### src/rtl/rgb_led_arbiter.sv
// rgb_led_arbiter
// Shares one RGB LED between two level-sensitive requesters and an idle
// colour rotation. Ownership is granted round-robin. Each grant is held for
// at least DWELL_CYCLES cycles so that a colour stays visible.
//
// Ports:
//   clk            system clock
//   reset          synchronous, active-high
//   req0 / req1    requester wants the LED (level)
//   color0/color1  requested colour, {R,G,B}
//   gnt0 / gnt1    requester currently owns the LED (never both high)
//   busy           gnt0 | gnt1
//   RGB_R/G/B      LED pins, 1 = lit
// All outputs come straight from flops.
module rgb_led_arbiter #(
    parameter int unsigned DWELL_CYCLES = 2000000,
    parameter int unsigned IDLE_STEP    = 2000000
) (
    input  logic       clk,
    input  logic       reset,
    input  logic       req0,
    input  logic [2:0] color0,
    input  logic       req1,
    input  logic [2:0] color1,
    output logic       gnt0,
    output logic       gnt1,
    output logic       busy,
    output logic       RGB_R,
    output logic       RGB_G,
    output logic       RGB_B
);

    typedef enum logic [1:0] {IDLE, OWN0, OWN1} state_t;
    typedef enum logic [1:0] {PH_R, PH_B, PH_G} phase_t;

    localparam logic [31:0] DWELL_LAST = 32'(DWELL_CYCLES - 1);
    localparam logic [31:0] IDLE_LAST  = 32'(IDLE_STEP - 1);

    state_t      state, state_nxt;
    phase_t      phase, phase_nxt;
    logic [31:0] idle_cnt, idle_nxt;
    logic [31:0] dwell_cnt, dwell_nxt;
    logic        prio1, prio_nxt;   // 1: requester 1 wins the next tie
    logic [2:0]  led, led_nxt;

    function automatic logic [2:0] phase_color(phase_t p);
        case (p)
            PH_B:    return 3'b001;
            PH_G:    return 3'b010;
            default: return 3'b100;
        endcase
    endfunction

    function automatic phase_t phase_next(phase_t p);
        case (p)
            PH_R:    return PH_B;
            PH_B:    return PH_G;
            default: return PH_R;
        endcase
    endfunction

    always_comb begin
        state_nxt = state;
        phase_nxt = phase;
        idle_nxt  = idle_cnt;
        dwell_nxt = dwell_cnt;
        prio_nxt  = prio1;
        led_nxt   = led;
        case (state)
            IDLE: begin
                if (req0 && (!req1 || !prio1)) begin
                    state_nxt = OWN0;
                    dwell_nxt = '0;
                    led_nxt   = color0;
                    prio_nxt  = 1'b1;
                end else if (req1) begin
                    state_nxt = OWN1;
                    dwell_nxt = '0;
                    led_nxt   = color1;
                    prio_nxt  = 1'b0;
                end else if (idle_cnt >= IDLE_LAST) begin
                    idle_nxt  = '0;
                    phase_nxt = phase_next(phase);
                    led_nxt   = phase_color(phase_next(phase));
                end else begin
                    idle_nxt  = idle_cnt + 32'd1;
                end
            end
            OWN0: begin
                // Colour follows the requester while it asserts, else holds.
                if (req0) led_nxt = color0;
                if (dwell_cnt < DWELL_LAST) begin
                    dwell_nxt = dwell_cnt + 32'd1;
                end else if (req1) begin
                    state_nxt = OWN1;
                    dwell_nxt = '0;
                    led_nxt   = color1;
                    prio_nxt  = 1'b0;
                end else if (!req0) begin
                    state_nxt = IDLE;
                    phase_nxt = PH_R;
                    idle_nxt  = '0;
                    led_nxt   = 3'b100;
                end
            end
            OWN1: begin
                if (req1) led_nxt = color1;
                if (dwell_cnt < DWELL_LAST) begin
                    dwell_nxt = dwell_cnt + 32'd1;
                end else if (req0) begin
                    state_nxt = OWN0;
                    dwell_nxt = '0;
                    led_nxt   = color0;
                    prio_nxt  = 1'b1;
                end else if (!req1) begin
                    state_nxt = IDLE;
                    phase_nxt = PH_R;
                    idle_nxt  = '0;
                    led_nxt   = 3'b100;
                end
            end
            default: begin
                state_nxt = IDLE;
                phase_nxt = PH_R;
                idle_nxt  = '0;
                led_nxt   = 3'b100;
            end
        endcase
    end

    always_ff @(posedge clk) begin
        if (reset) begin
            state     <= IDLE;
            phase     <= PH_R;
            idle_cnt  <= '0;
            dwell_cnt <= '0;
            prio1     <= 1'b0;
            led       <= 3'b100;
            gnt0      <= 1'b0;
            gnt1      <= 1'b0;
            busy      <= 1'b0;
        end else begin
            state     <= state_nxt;
            phase     <= phase_nxt;
            idle_cnt  <= idle_nxt;
            dwell_cnt <= dwell_nxt;
            prio1     <= prio_nxt;
            led       <= led_nxt;
            // Grant flops track the next state so they align with the LED.
            gnt0      <= (state_nxt == OWN0);
            gnt1      <= (state_nxt == OWN1);
            busy      <= (state_nxt != IDLE);
        end
    end

    assign {RGB_R, RGB_G, RGB_B} = led;

endmodule

### config.mk
export PLATFORM = sky130hd
export DESIGN_NAME = rgb_led_arbiter
export DESIGN_NICKNAME = d
export VERILOG_FILES = /design/src/rtl/rgb_led_arbiter.sv
export SDC_FILE = /design/constraint.sdc
export NUM_CORES = 1
export LEC_CHECK = 0
export BUFFER_PORTS_ARGS = -buffer_cell sky130_fd_sc_hd__buf_2
export CORE_UTILIZATION = 40
export CTS_CLUSTER_SIZE = 28
export DETAILED_ROUTE_END_ITERATION = 12
export PLACE_DENSITY = 0.52
export SLEW_MARGIN = 0
export SYNTH_ARGS = -nofsm -noshare
export SYNTH_HDL_FRONTEND = slang
export SYNTH_SLANG_ARGS = --single-unit
### constraint.sdc
create_clock -name clk -period 2.7 [get_ports clk]
set_input_delay 0.405 -clock clk [delete_from_list [all_inputs] [get_ports clk]]
set_output_delay 0.405 -clock clk [all_outputs]
set_load 0.05 [all_outputs]
Word level (Yosys, flattened, before mapping)
Index checks and enable logic that the tools add are counted.
Operators by class
  $add $sub $neg: 2
  $lt $le $gt $ge: 2
  equal/unequal tests: 19
  multiplexer cells: 56
  reductions and logical operators: 12
Operators with widths (count)
  $mux W32: 14
  $pmux W32 S3: 2
  $add A32 B1 Y32 const B: 2
  $mux W2: 18
  $mux W3: 11
  $ge A32 B21 Y1 const B: 1
  $lt A32 B21 Y1 const B: 1
  $ne A2 B2 Y1 const B: 10
  $pmux W2 S3: 2
  $pmux W3 S3: 1
  $reduce_and A9 Y1: 1
  $eq A2 B1 Y1 const B: 4
  $reduce_and A8 Y1: 1
  $eq A2 B2 Y1 const B: 3
  $pmux W3 S2: 1
  $mux W1: 5
  $logic_not A2 Y1: 2
  $ne A4 B4 Y1 const B: 1
  $pmux W2 S2: 1
  $reduce_and A4 Y1: 1
  $ne A3 B3 Y1 const B: 1
  $pmux W1 S3: 1
  $reduce_bool A3 Y1: 1
  $logic_not A1 Y1: 2
  4 further kinds: 4
Storage, ports and cells
  flip-flop bits (word level): 75
  input bits: 10
  output and inout port bits: 6

Depth between registers and ports, before layout
Gate-level depths: netlist of the first run.
  depth after elaboration: 12
  mapped depth: 10
  gate-level depth less buffers: 9

Least setup slack after synthesis of the first run
No wires, ideal clock.
  path kind: reg2reg
  start point: reg dwell_cnt[11]
  end point: reg dwell_cnt[16]
  library setup time: 117 ps
  arrival time: 2103 ps
  required time: 2583 ps
  slack: 481 ps
  cell stages (with the launch flop): 10
  clock period less this slack: 2219 ps
  cells stage by stage: dfxtp_1 nor4_4 o211ai_2 a211o_1 and3_1 buf_2 buf_2 o21ai_0 o21ai_0 a22o_1
On the way
  longest elaborated chain between the ends: 3
RTL lines
  start, declared: RTL line 42  | logic [31:0] dwell_cnt, dwell_nxt;
  start signal, assigned: RTL line 146  | dwell_cnt <= dwell_nxt;
  $add A32 B1 Y32 or $lt A32 B21 Y1 (tied branches)
  $mux W32 (tied with other cells): RTL line 108  | if (dwell_cnt < DWELL_LAST) begin
  $pmux W32 S3 or $reduce_and A2 Y1 (tied branches)
Parallel ways exist; a longest one is shown, timed or not.
A chain may end at the register's enable or synchronous reset.

Worst setup path in the final report of the first run
  start point: reg dwell_cnt[17]
  end point: reg gnt0
On the way
  longest elaborated chain between the ends: 4
RTL lines
  $lt A32 B21 Y1 *: RTL line 92, 108
  $mux W2 (on tied branches): RTL line 108, 92
  $pmux W2 S3 *: RTL line 69  | case (state)
  $eq A2 B1 Y1 *: RTL line 150  | gnt0 <= (state_nxt == OWN0);
  end signal, assigned: RTL line 150
  end, declared: RTL line 25  | output logic gnt0,
Every way passes the cells marked *; elsewhere a longest branch is shown, timed or not.

==> results of run 1 <==
## cell type report
cell class              instances  area (sq um)  area share [%]
clock inverters                 5         85.08           1.854
flip-flops and latches         75          1501           32.72
multi-input cells             390          2377           51.81
well taps                     133         166.4           3.627
inverters                      15         56.30           1.227
clock buffers                  11         141.4           3.082
repair buffers                 38         260.3           5.672
## worst max-delay path by stage
stage	to	startpoint	slack (ns)
2_1_floorplan	dwell_cnt[16]$_SDFFE_PP0P_	dwell_cnt[11]$_SDFFE_PP0P_	0.48
3_3_place_gp	gnt0$_SDFF_PP0_	dwell_cnt[0]$_SDFFE_PP0P_	0.24
3_5_place_dp	gnt0$_SDFF_PP0_	dwell_cnt[17]$_SDFFE_PP0P_	0.12
4_1_cts	gnt0$_SDFF_PP0_	dwell_cnt[17]$_SDFFE_PP0P_	0.10
5_1_grt	dwell_cnt[9]$_SDFFE_PP0P_	dwell_cnt[18]$_SDFFE_PP0P_	0.002
6_report	gnt0$_SDFF_PP0_	dwell_cnt[17]$_SDFFE_PP0P_	0.16
## placed cells by master, fill, tap and decap left out, types with 3 or more instances in the layout
master,synthesis,layout
sky130_fd_sc_hd__dfxtp_1,75,75
sky130_fd_sc_hd__nor2_1,69,69
sky130_fd_sc_hd__nand2_1,37,37
sky130_fd_sc_hd__nand3_1,33,33
sky130_fd_sc_hd__a21oi_1,30,30
sky130_fd_sc_hd__o21ai_0,26,26
sky130_fd_sc_hd__buf_4,2,22
sky130_fd_sc_hd__nor3_1,16,16
sky130_fd_sc_hd__inv_1,15,15
sky130_fd_sc_hd__buf_2,10,15
sky130_fd_sc_hd__xor2_1,14,14
sky130_fd_sc_hd__and2_1,14,14
sky130_fd_sc_hd__and3_1,13,12
sky130_fd_sc_hd__nand4_1,10,10
sky130_fd_sc_hd__nor4_1,10,10
sky130_fd_sc_hd__a31oi_1,10,10
sky130_fd_sc_hd__clkbuf_8,0,10
sky130_fd_sc_hd__a22o_1,9,9
sky130_fd_sc_hd__and4_1,8,8
sky130_fd_sc_hd__xnor2_1,7,7
sky130_fd_sc_hd__ha_1,6,6
sky130_fd_sc_hd__o31ai_1,5,5
sky130_fd_sc_hd__o21ai_1,5,5
sky130_fd_sc_hd__o21a_1,5,5
sky130_fd_sc_hd__a311oi_1,4,4
sky130_fd_sc_hd__a41oi_1,3,3
sky130_fd_sc_hd__o311ai_0,3,3
sky130_fd_sc_hd__or3_1,3,3
sky130_fd_sc_hd__nand2b_1,3,3
## power by group
group          internal, mW  total, mW  leakage, nW  switching (mW)
Clock                 0.551       1.01        0.110           0.457
Sequential             1.16       1.21        0.606          0.0488
Combinational         0.296      0.835         1.03           0.538
Total                  2.00       3.05         1.74            1.04
## kinds of logic (layout without fill, tap and decap cells)
family | count (synthesis) | after routing | share of synthesized area [%]
buffers and inverters | 41 | 69 | 4.469
AOI/OAI and AO/OA | 126 | 126 | 21.46
DFF | 75 | 75 | 36.99
muxes | 2 | 2 | 0.5240
and+or+nand+nor | 235 | 235 | 30.18
xor gates and xnor gates | 21 | 21 | 4.532
adders and majority gates | 6 | 6 | 1.850
## sequential cells by signal, indices dropped and copies added, names as in the netlist
signal,cells
state,2
led,3
prio1,1
idle_cnt,32
gnt1,1
dwell_cnt,32
busy,1
phase,2
gnt0,1
## timing repair
action                                  4_1_cts  5_1_grt
endpoints found under the hold margin         0        0
gates resized for setup                       0        1
endpoints found under the setup margin        0        6
buffers inserted                              0        2
## routing by layer
| metal | vias up | global-route usage [%] | wire, microns |
|---|---|---|---|
| li1 | 1903 | - | - |
| met1 | 1784 | 29.51 | 5085 |
| met2 | 83 | 33.03 | 4444 |
| met3 | 22 | 6.237 | 495 |
| met4 | 0 | 8.992 | 209 |
| met5 | - | 0 | 0 |
## worst max-delay path, cell delays in order, from the launching register on
cell and delay (ns):
sky130_fd_sc_hd__dfxtp_1 0.46, sky130_fd_sc_hd__nand4_2 0.17, sky130_fd_sc_hd__a2111oi_4 0.51, sky130_fd_sc_hd__a211oi_2 0.23
sky130_fd_sc_hd__buf_4 0.20, sky130_fd_sc_hd__o21ai_0 0.14, sky130_fd_sc_hd__nand2_1 0.07, sky130_fd_sc_hd__a222oi_1 0.30
sky130_fd_sc_hd__buf_4 0.18, sky130_fd_sc_hd__and4b_1 0.18
## through the flow
stage | utilization (%) | hold WS (ns) | power (mW) | instance area, sq um
3_3_place_gp | 44.25 | 0.4438 | 2.039 | 4345
6_report | 46.73 | 0.4622 | 3.049 | 4588
3_5_place_dp | 44.25 | 0.4480 | 2.046 | 4345
2_1_floorplan | - | 0.4302 | 1.818 | 4059
4_1_cts | 46.56 | 0.4537 | 3.065 | 4572
5_1_grt | 46.73 | 0.4798 | 3.224 | 4588
==> summary.md, run 1 <==
## Floorplanning
• 41.34% — initial standard-cell utilization of the core
• 0.009819 sq mm — area of the core
• 0.01055 sq mm — die footprint
• 16 — number of top-level design ports
• 36 — number of rows created at floorplan
• 102.7 microns — chip width
• 102.7 microns — vertical die dimension

## STA
• 0.1577 ns — Final WS setup
• 0 — final setup vio count
• 0 — final count of hold timing violations
• 0 — number of pins with negative max-slew slack in the final report
• 94.16% — final critical-path share of the clock period
• 0 ns — Setup TNS Final
• 393.3 MHz — achievable clock frequency
• 0.6276 ns — Least-Margin Pin Slew
• 57.77% — relative slew slack
• 0.01212 ns — setup clock skew after layout
• 2.542 ns — min Tclk post-route
• no — unrepaired setup endpoints after global routing

## GRT
• 3525 — via count of the first global-routing pass
• 0 — antenna violations before repair
• 17680 microns — first-pass GRT wire length
• 33 — largest net degree at the start of global routing
• 21.95% — gr usage total
• 0 — overall overflow remaining after global route

## Power
• 664.5 mW/mm^2 — power per unit of standard cell area
• 405.9 uV — highest ir drop seen on vdd
• 1.742 nW — LEAKAGE

## Cells and area
• 667 — final std cells w/o fill
• 1041 — filler instances
• 13.11% — share of post-route cells with drive strength above 1
• 13.04% — Area Overhead vs Synth
• 0 — Diodes inserted
• 545 — net total in the final layout

## Worst hold path
• reg2reg — Hold/Removal Path Class
• dwell_cnt[29]$_SDFFE_PP0P_ — terminating pin of the worst hold path
• 1 — hold depth
• dwell_cnt[29]$_SDFFE_PP0P_ — Hold Startpoint

## Worst setup path
• 0.16 ns — r2r setup slk
• 7 — maximum fanout encountered on the critical timing path
• 9 — R2R cell count
• 2.97 ns — data required time at the worst endpoint
• register — capturing element type of the critical path
• reg2reg — kind of critical path
• register — startpoint types
• dwell_cnt[17]$_SDFFE_PP0P_ — reg-to-reg critical path startpoint
• gnt0$_SDFF_PP0_ — Reg-to-Reg End
• 2.81 ns — critical path arrival

## CTS
• 75 — TritonCTS Sinks
• 3 — count of H-tree levels built during CTS
• 0 — Post-CTS Hold Buffers
• 0.09 ns — clock-pin slew on the worst setup and hold paths
• 0.37 ns — worst-skew pair later-pin latency
• 9 — number of CTS-inserted buffers
• 2 — number of buffers on the longest clock path
• done — TritonCTS clock tree
• sky130_fd_sc_hd__clkbuf_8 — buffer type at the clock tree root

## Run
• 0 — number of maximum-capacitance constraint violations

## Yosys
• sky130_fd_sc_hd__dfxtp_1 — most instantiated flip-flop cell in the synthesis netlist
• sky130_fd_sc_hd__dfxtp_1, sky130_fd_sc_hd__nor2_1, sky130_fd_sc_hd__nand2_1, sky130_fd_sc_hd__nand3_1, sky130_fd_sc_hd__a21oi_1 — list of most frequent post-synthesis cells
• 0.004059 sq mm — area of the mapped netlist
• 68 — distinct cell type count after synthesis
• sky130_fd_sc_hd__dfxtp_1 — leading cell type by number of instances after synthesis
• 0% — async set-or-reset flop fraction in the synthesized netlist
• 0 — number of flops mapped to enable cells by yosys
• 36.99% — fraction of post-synthesis cell area in the top cell type by area
• 75 — flop and latch count out of synthesis
• 522 — total nets after synthesis
• 36.99% — post-synthesis sequential area ratio
• 0 — Yosys warning total
• sky130_fd_sc_hd__dfxtp_1, sky130_fd_sc_hd__nor2_1, sky130_fd_sc_hd__nand3_1 — dominant cells by area after synthesis
• sky130_fd_sc_hd__dfxtp_1 — cell accounting for the most synthesized area
• 8.022 sq um — Mapped Avg Cell Area
• 506 — gate count after technology mapping

## Placement
• 15 — number of port buffers
• 0.8133 — weighted congestion reported at the end of routability-driven placement
• 649 — Cell Count Post-Placement
• 7175 microns — half-perimeter wire length of the detailed placement result
• 0.1236 ns — worst setup slack before clock tree synthesis

## Drt
• 180 — initial DRC count
• 5 — router iterations before antenna repair
• 0 — Post-DRT Antenna Nets
• 5.685 — detailed-route vias per instance
• 3792 — DR vias
• 10230 microns — total routed wirelength
• 0 — total DRC errors in the routed layout
• 15.34 microns — WL/cell

## Outcome
• completed — status

Note: power is estimated with default switching activity, not from simulation.
==> run 2: changes to the inputs <==
Settings changed: ABC_AREA from default to 1, MAX_ROUTING_LAYER from default to met4, PLACE_DENSITY 0.52 to 0.51.
==> run 2 against run 1 <==
Wire length grew 41%. Core utilization shrank 1.9 points. Area after synthesis grew 26%. Power grew 15%. Count of clock-buffer cells in the layout is the same. Critical endpoint is now dwell_cnt[2]$_SDFFE_PP0P_. Largest cell class unchanged.
==> summary.md, run 2 <==
## GRT
• 24130 microns — first-pass GRT wire length
• 4989 — via count of the first global-routing pass
• 24.02% — gr usage total
• 0 — antenna violations before repair
• 51 — largest net degree at the start of global routing
• 0 — overall overflow remaining after global route

## CTS
• 0 — quantity of gates resized following cts
• done — TritonCTS clock tree
• 0.34 ns — worst-skew pair later-pin latency
• 0 — setup bufs post-CTS
• 3 — count of H-tree levels built during CTS
• 75 — TritonCTS Sinks
• 9 — number of CTS-inserted buffers
• 0 — Post-CTS Hold Buffers
• 0.06 ns — clock-pin slew on the worst setup and hold paths
• sky130_fd_sc_hd__clkbuf_16 — buffer type at the clock tree root
• 2 — number of buffers on the longest clock path

## Worst setup path
• dwell_cnt[1]$_SDFFE_PP0P_ — reg-to-reg critical path startpoint
• 2.59 ns — critical path arrival
• register — startpoint types
• register — capturing element type of the critical path
• sky130_fd_sc_hd__nand2_1 — CP most frequent cell
• 0.38 ns — Slowest Stage Delay on Critical Path
• reg2reg — kind of critical path
• 0.39 ns — r2r setup slk
• ha_1 -> nand2_1 -> nor2_2 -> nand2_1 -> nand2_1 -> nand2_1 -> nand2_1 -> nand2_2 -> nand2_4 -> buf_4 -> nand2_1 -> o21ai_0 -> nand2_1 -> a21oi_1 — cells along the critical path
• 21 — maximum fanout encountered on the critical timing path
• 14 — R2R cell count
• sky130_fd_sc_hd__dfxtp_1 — Critical Path Slowest Stage Cell
• 2.97 ns — data required time at the worst endpoint
• dwell_cnt[2]$_SDFFE_PP0P_ — Reg-to-Reg End

## Placement
• 0.8642 — weighted congestion reported at the end of routability-driven placement
• 993 — Cell Count Post-Placement
• 0.005300 sq mm — post-placement cell area
• 15 — number of port buffers
• 9888 microns — half-perimeter wire length of the detailed placement result
• 0.4272 ns — worst setup slack before clock tree synthesis

## Floorplanning
• 0.01257 sq mm — area of the core
• 40.85% — initial standard-cell utilization of the core
• 115.3 microns — vertical die dimension
• 115.3 microns — chip width
• 41 — number of rows created at floorplan
• 0.01329 sq mm — die footprint
• 16 — number of top-level design ports

## Outcome
• completed — status

## Run
• 0 — number of maximum-capacitance constraint violations

## Yosys
• 4.436% — xor/xnor cell area share of the yosys netlist
• 0 — Yosys warning total
• simple AND/OR/NAND/NOR gates — largest family of logic cells by synthesized area
• 6.104 sq um — Mapped Avg Cell Area
• sky130_fd_sc_hd__nand2_1, sky130_fd_sc_hd__nor2_1, sky130_fd_sc_hd__nand3_1, sky130_fd_sc_hd__dfxtp_1, sky130_fd_sc_hd__a21oi_1 — list of most frequent post-synthesis cells
• sky130_fd_sc_hd__dfxtp_1, sky130_fd_sc_hd__nand2_1, sky130_fd_sc_hd__nand3_1 — dominant cells by area after synthesis
• 0% — async set-or-reset flop fraction in the synthesized netlist
• 40.73% — area share of and/or/nand/nor cells after synthesis
• 0% — fraction of synthesized area in multiplexers
• sky130_fd_sc_hd__nand2_1 — leading cell type by number of instances after synthesis
• 0 — number of flops mapped to enable cells by yosys
• 13.99% — synthesized-area fraction occupied by ao, oa, aoi and oai cells
• sky130_fd_sc_hd__dfxtp_1 — cell accounting for the most synthesized area
• 857 — total nets after synthesis
• sky130_fd_sc_hd__dfxtp_1 — most instantiated flip-flop cell in the synthesis netlist
• 0.005134 sq mm — area of the mapped netlist
• 29.25% — fraction of post-synthesis cell area in the top cell type by area
• 29.25% — post-synthesis sequential area ratio
• 75 — flop and latch count out of synthesis
• 40 — distinct cell type count after synthesis
• 841 — gate count after technology mapping
• 1.462% — adder-cell area share of the yosys netlist

## Cells and area
• sky130_fd_sc_hd__nand2_1, sky130_fd_sc_hd__nor2_1, sky130_fd_sc_hd__nand3_1, sky130_fd_sc_hd__dfxtp_1, sky130_fd_sc_hd__a21oi_1 — most frequent cells in the layout
• sky130_fd_sc_hd__nand2_1 — leading cell type in the layout, fill and taps excluded
• 7.885% — share of post-route cells with drive strength above 1
• 0 — Diodes inserted
• 0.005628 sq mm — Non-Filler Cell Area, Final
• dwell_cnt: 32 flops, idle_cnt: 32 flops, led: 3 flops — Top Registers
• 848 — net total in the final layout
• 1009 — final std cells w/o fill
• 9.627% — Area Overhead vs Synth

## Power
• 327.6 uV — highest ir drop seen on vdd
• 622.3 mW/mm^2 — power per unit of standard cell area
• 2.094 nW — LEAKAGE

## Drt
• 5310 — DR vias
• 0 — total DRC errors in the routed layout
• 297 — initial DRC count
• 4 — router iterations before antenna repair
• 14.35 microns — WL/cell
• 14480 microns — total routed wirelength
• 5.263 — detailed-route vias per instance
• 0 — Post-DRT Antenna Nets

## STA
• 2.314 ns — min Tclk post-route
• 0.4454 ns — worst hold slack
• 432.2 MHz — achievable clock frequency
• 55.89% — relative slew slack
• 0 — number of pins with negative max-slew slack in the final report
• 85.69% — final critical-path share of the clock period
• 0.6609 ns — Least-Margin Pin Slew
• 0.005616 ns — setup clock skew after layout
• 0 — final setup vio count
• no — unrepaired setup endpoints after global routing
• 0 ns — Setup TNS Final
• 0.3863 ns — Final WS setup
• 0 — final count of hold timing violations

## Worst hold path
• 2 — hold depth
• idle_cnt[23]$_SDFFE_PP0P_ — terminating pin of the worst hold path
• reg2reg — Hold/Removal Path Class
• idle_cnt[23]$_SDFFE_PP0P_ — Hold Startpoint

-- run 2: cell types whose count changed after synthesis, sizes merged, moves of 19 or more --
| cell | change |
|---|---|
| nand2 | +159 |
| nand3 | +67 |
| inv | +53 |
| a21oi | +42 |
| nor2 | +39 |
| o21ai | +24 |
| nor3 | +19 |
-- run 2: kinds of logic after synthesis --
| group | count (synthesis) |
|---|---|
| xor+xnor | 26 |
| flops | 75 |
| simple gates | 475 |
| buf+inv | 121 |
| compound gates | 138 |
| fa+ha+maj | 6 |
-- run 2: cell type report --
| class | instances | area [sq um] |
|---|---|---|
| sequential | 75 | 1501 |
| tap | 172 | 215.2 |
| inverter | 71 | 271.5 |
| timing repair buffer | 30 | 200.2 |
| clock inverter | 5 | 75.07 |
| fill | 1377 | 6940 |
| clock buffer | 11 | 252.7 |
| multi-input combinational | 645 | 3112 |
-- run 2: critical path: cells and delay by family (launching register included) --
family,cells,cell delay [ns]
adders and majority gates,1,0.18
DFF,1,0.38
buffers and inverters,1,0.30
AOI/OAI and AO/OA,2,0.35
and+or+nand+nor,10,1.02
-- run 2: report_power, final --
part	total, mW	leakage [nW]	internal, mW	switching (mW)
Clock	1.33	0.165	0.855	0.475
Sequential	1.28	0.609	1.18	0.0983
Combinational	0.893	1.32	0.276	0.617
-- run 2: worst max path at each step --
stage | from | to | slack [ns]
2_1_floorplan | state[0]$_SDFF_PP0_ | idle_cnt[9]$_SDFFE_PP0P_ | 0.70
3_3_place_gp | dwell_cnt[0]$_SDFFE_PP0P_ | dwell_cnt[2]$_SDFFE_PP0P_ | 0.48
3_5_place_dp | dwell_cnt[0]$_SDFFE_PP0P_ | idle_cnt[17]$_SDFFE_PP0P_ | 0.43
4_1_cts | dwell_cnt[1]$_SDFFE_PP0P_ | dwell_cnt[2]$_SDFFE_PP0P_ | 0.40
5_1_grt | dwell_cnt[0]$_SDFFE_PP0P_ | idle_cnt[13]$_SDFFE_PP0P_ | 0.12
6_report | dwell_cnt[1]$_SDFFE_PP0P_ | dwell_cnt[2]$_SDFFE_PP0P_ | 0.39
-- run 2: routing by layer --
layer,wire length [microns],track usage (%),part of all wire (%)
met5,0,-,0
met4,256,9.437,1.8
met3,371,2.847,2.6
met2,7338,42.17,51
met1,6509,27.82,45
-- run 2: through the flow --
stage / power, mW / utilization [%]
after floorplan: 1.980 / -
after detailed placement: 2.201 / 42.17
after CTS: 3.550 / 44.78
after global placement: 2.189 / 42.17
after global routing: 3.712 / 44.78
final: 3.502 / 44.78
==> run 3: changes to the inputs <==
Settings changed: ABC_AREA 1 to default, PLACE_DENSITY 0.51 to 0.52, SETUP_SLACK_MARGIN from default to 0.1.
==> run 3 against run 2 <==
Maximum frequency is 6.1% lower. Clock skew is 0.0070 ns higher. Sequential power is 5% lower. Critical path type unchanged.
==> summary.md, run 3 (synthesized netlist as in run 1, its figures left out) <==
## CTS
• 2 — number of buffers on the longest clock path
• 3 — count of H-tree levels built during CTS
• sky130_fd_sc_hd__clkbuf_8 — buffer type at the clock tree root
• done — TritonCTS clock tree
• 0.37 ns — worst-skew pair later-pin latency
• 0 — Post-CTS Hold Buffers
• 9 — number of CTS-inserted buffers
• 0.08 ns — clock-pin slew on the worst setup and hold paths
• 75 — TritonCTS Sinks

## Placement
• 649 — Cell Count Post-Placement
• 0.004345 sq mm — post-placement cell area
• 15 — number of port buffers
• 0.8253 — weighted congestion reported at the end of routability-driven placement
• 7175 microns — half-perimeter wire length of the detailed placement result

## Worst setup path
• register — startpoint types
• reg2reg — kind of critical path
• nor4_4 -> a2111oi_4 -> a211oi_2 -> buf_4 -> o21ai_0 -> nand2_1 -> a222oi_1 -> buf_4 -> and4b_1 — cells along the critical path
• 6 — maximum fanout encountered on the critical timing path
• sky130_fd_sc_hd__buf_4 — CP most frequent cell
• sky130_fd_sc_hd__a2111oi_4 — Critical Path Slowest Stage Cell
• 0.50 ns — Slowest Stage Delay on Critical Path
• register — capturing element type of the critical path
• 2.97 ns — data required time at the worst endpoint
• 2.73 ns — critical path arrival

## Floorplanning
• 102.7 microns — chip width
• 102.7 microns — vertical die dimension
• 0.009819 sq mm — area of the core
• 41.34% — initial standard-cell utilization of the core
• 0.01055 sq mm — die footprint
• 16 — number of top-level design ports
• 36 — number of rows created at floorplan

## Power
• 1.749 nW — LEAKAGE
• 662.4 mW/mm^2 — power per unit of standard cell area
• 403.9 uV — highest ir drop seen on vdd

## Drt
• 0 — Post-DRT Antenna Nets
• 5.692 — detailed-route vias per instance
• 5 — router iterations before antenna repair
• 174 — initial DRC count
• 15.37 microns — WL/cell
• 10270 microns — total routed wirelength
• 0 — total DRC errors in the routed layout
• 3802 — DR vias

## GRT
• 0 — antenna violations before repair
• 33 — largest net degree at the start of global routing
• 22.57% — gr usage total
• 0 — overall overflow remaining after global route
• 17640 microns — first-pass GRT wire length
• 3530 — via count of the first global-routing pass
• met2 — busiest grt layer
• 29.22% — GR Layer Usage met1
• 33.18% — met2 GRT Util
• 6.237% — global routing met3 resource utilization

## Cells and area
• sky130_fd_sc_hd__dfxtp_1, sky130_fd_sc_hd__nor2_1, sky130_fd_sc_hd__nand2_1, sky130_fd_sc_hd__nand3_1, sky130_fd_sc_hd__a21oi_1 — most frequent cells in the layout
• 13.83% — share of post-route cells with drive strength above 1
• sky130_fd_sc_hd__dfxtp_1 — leading cell type in the layout, fill and taps excluded
• 0 — Diodes inserted
• dwell_cnt: 32 flops, idle_cnt: 32 flops, led: 3 flops — Top Registers
• 546 — net total in the final layout
• 0.004599 sq mm — Non-Filler Cell Area, Final
• 668 — final std cells w/o fill
• 13.32% — Area Overhead vs Synth

## Run
• 0 — number of maximum-capacitance constraint violations

## STA
• 0 — number of pins with negative max-slew slack in the final report
• 0.6456 ns — Least-Margin Pin Slew
• 91.23% — final critical-path share of the clock period
• 2.463 ns — min Tclk post-route
• 0 — final setup vio count
• 0 — final count of hold timing violations
• yes — unrepaired setup endpoints after global routing
• 406.0 MHz — achievable clock frequency
• 56.56% — relative slew slack
• 0.01265 ns — setup clock skew after layout
• 0 ns — Setup TNS Final

## Worst hold path
• reg2reg — Hold/Removal Path Class

## Outcome
• completed — status

==> run 3: final timing paths <==
check | startpoint | endpoint | slack [ns] | cells after the start
max | dwell_cnt[13]$_SDFFE_PP0P_ | gnt0$_SDFF_PP0_ | 0.24 | 9
min reg2reg | dwell_cnt[29]$_SDFFE_PP0P_ | dwell_cnt[29]$_SDFFE_PP0P_ | 0.46 | 1
max reg2reg | dwell_cnt[13]$_SDFFE_PP0P_ | gnt0$_SDFF_PP0_ | 0.24 | 9
min | dwell_cnt[29]$_SDFFE_PP0P_ | dwell_cnt[29]$_SDFFE_PP0P_ | 0.46 | 1
==> run 3: layout make-up <==
cell class              count  area (sq um)
clock buffers              11         141.4
clock inverters             5         85.08
fillers                  1041          5220
inverters                  15         56.30
multi-input cells         390          2379
flip-flops and latches     75          1504
well taps                 133         166.4
repair buffers             39         267.8
==> run 3: per-stage QoR <==
stage | util [%] | power [mW] | hold WS [ns] | setup slack, ns
global route | 46.84 | 3.223 | 0.4798 | 0.06586
finish | 46.84 | 3.047 | 0.4622 | 0.2369
CTS | 46.56 | 3.065 | 0.4537 | 0.1008
floorplan | - | 1.818 | 0.4302 | 0.4806
global placement | 44.25 | 2.039 | 0.4438 | 0.2402
detailed placement | 44.25 | 2.046 | 0.4480 | 0.1236
==> run 3: where the power goes <==
part | internal [mW] | total [mW] | switching (mW) | leakage [nW]
logic | 0.297 | 0.834 | 0.537 | 1.03
registers | 1.16 | 1.21 | 0.0486 | 0.607
clock network | 0.551 | 1.01 | 0.456 | 0.110
==> run 3: metal layers <==
metal,vias to the layer above,wire (microns),share of wire [%]
li1,1906,-,-
met5,-,0,0
met1,1787,5103,50
met3,16,509,5.0
met4,0,186,1.8
met2,93,4469,44
==> run 3: what timing repair did <==
item                                    CTS  global route
gates resized for setup                   0             4
endpoints found under the hold margin     0             0
endpoints found under the setup margin    0            34
setup buffers                             0             3
==> run 3: critical path, delay by kind of cell, from the launching register on <==
kind	cells	cell delay, ns
buffers and inverters	2	0.38
flip-flops	1	0.47
AND/OR/NAND/NOR	3	0.34
AO/OA/AOI/OAI	4	1.17
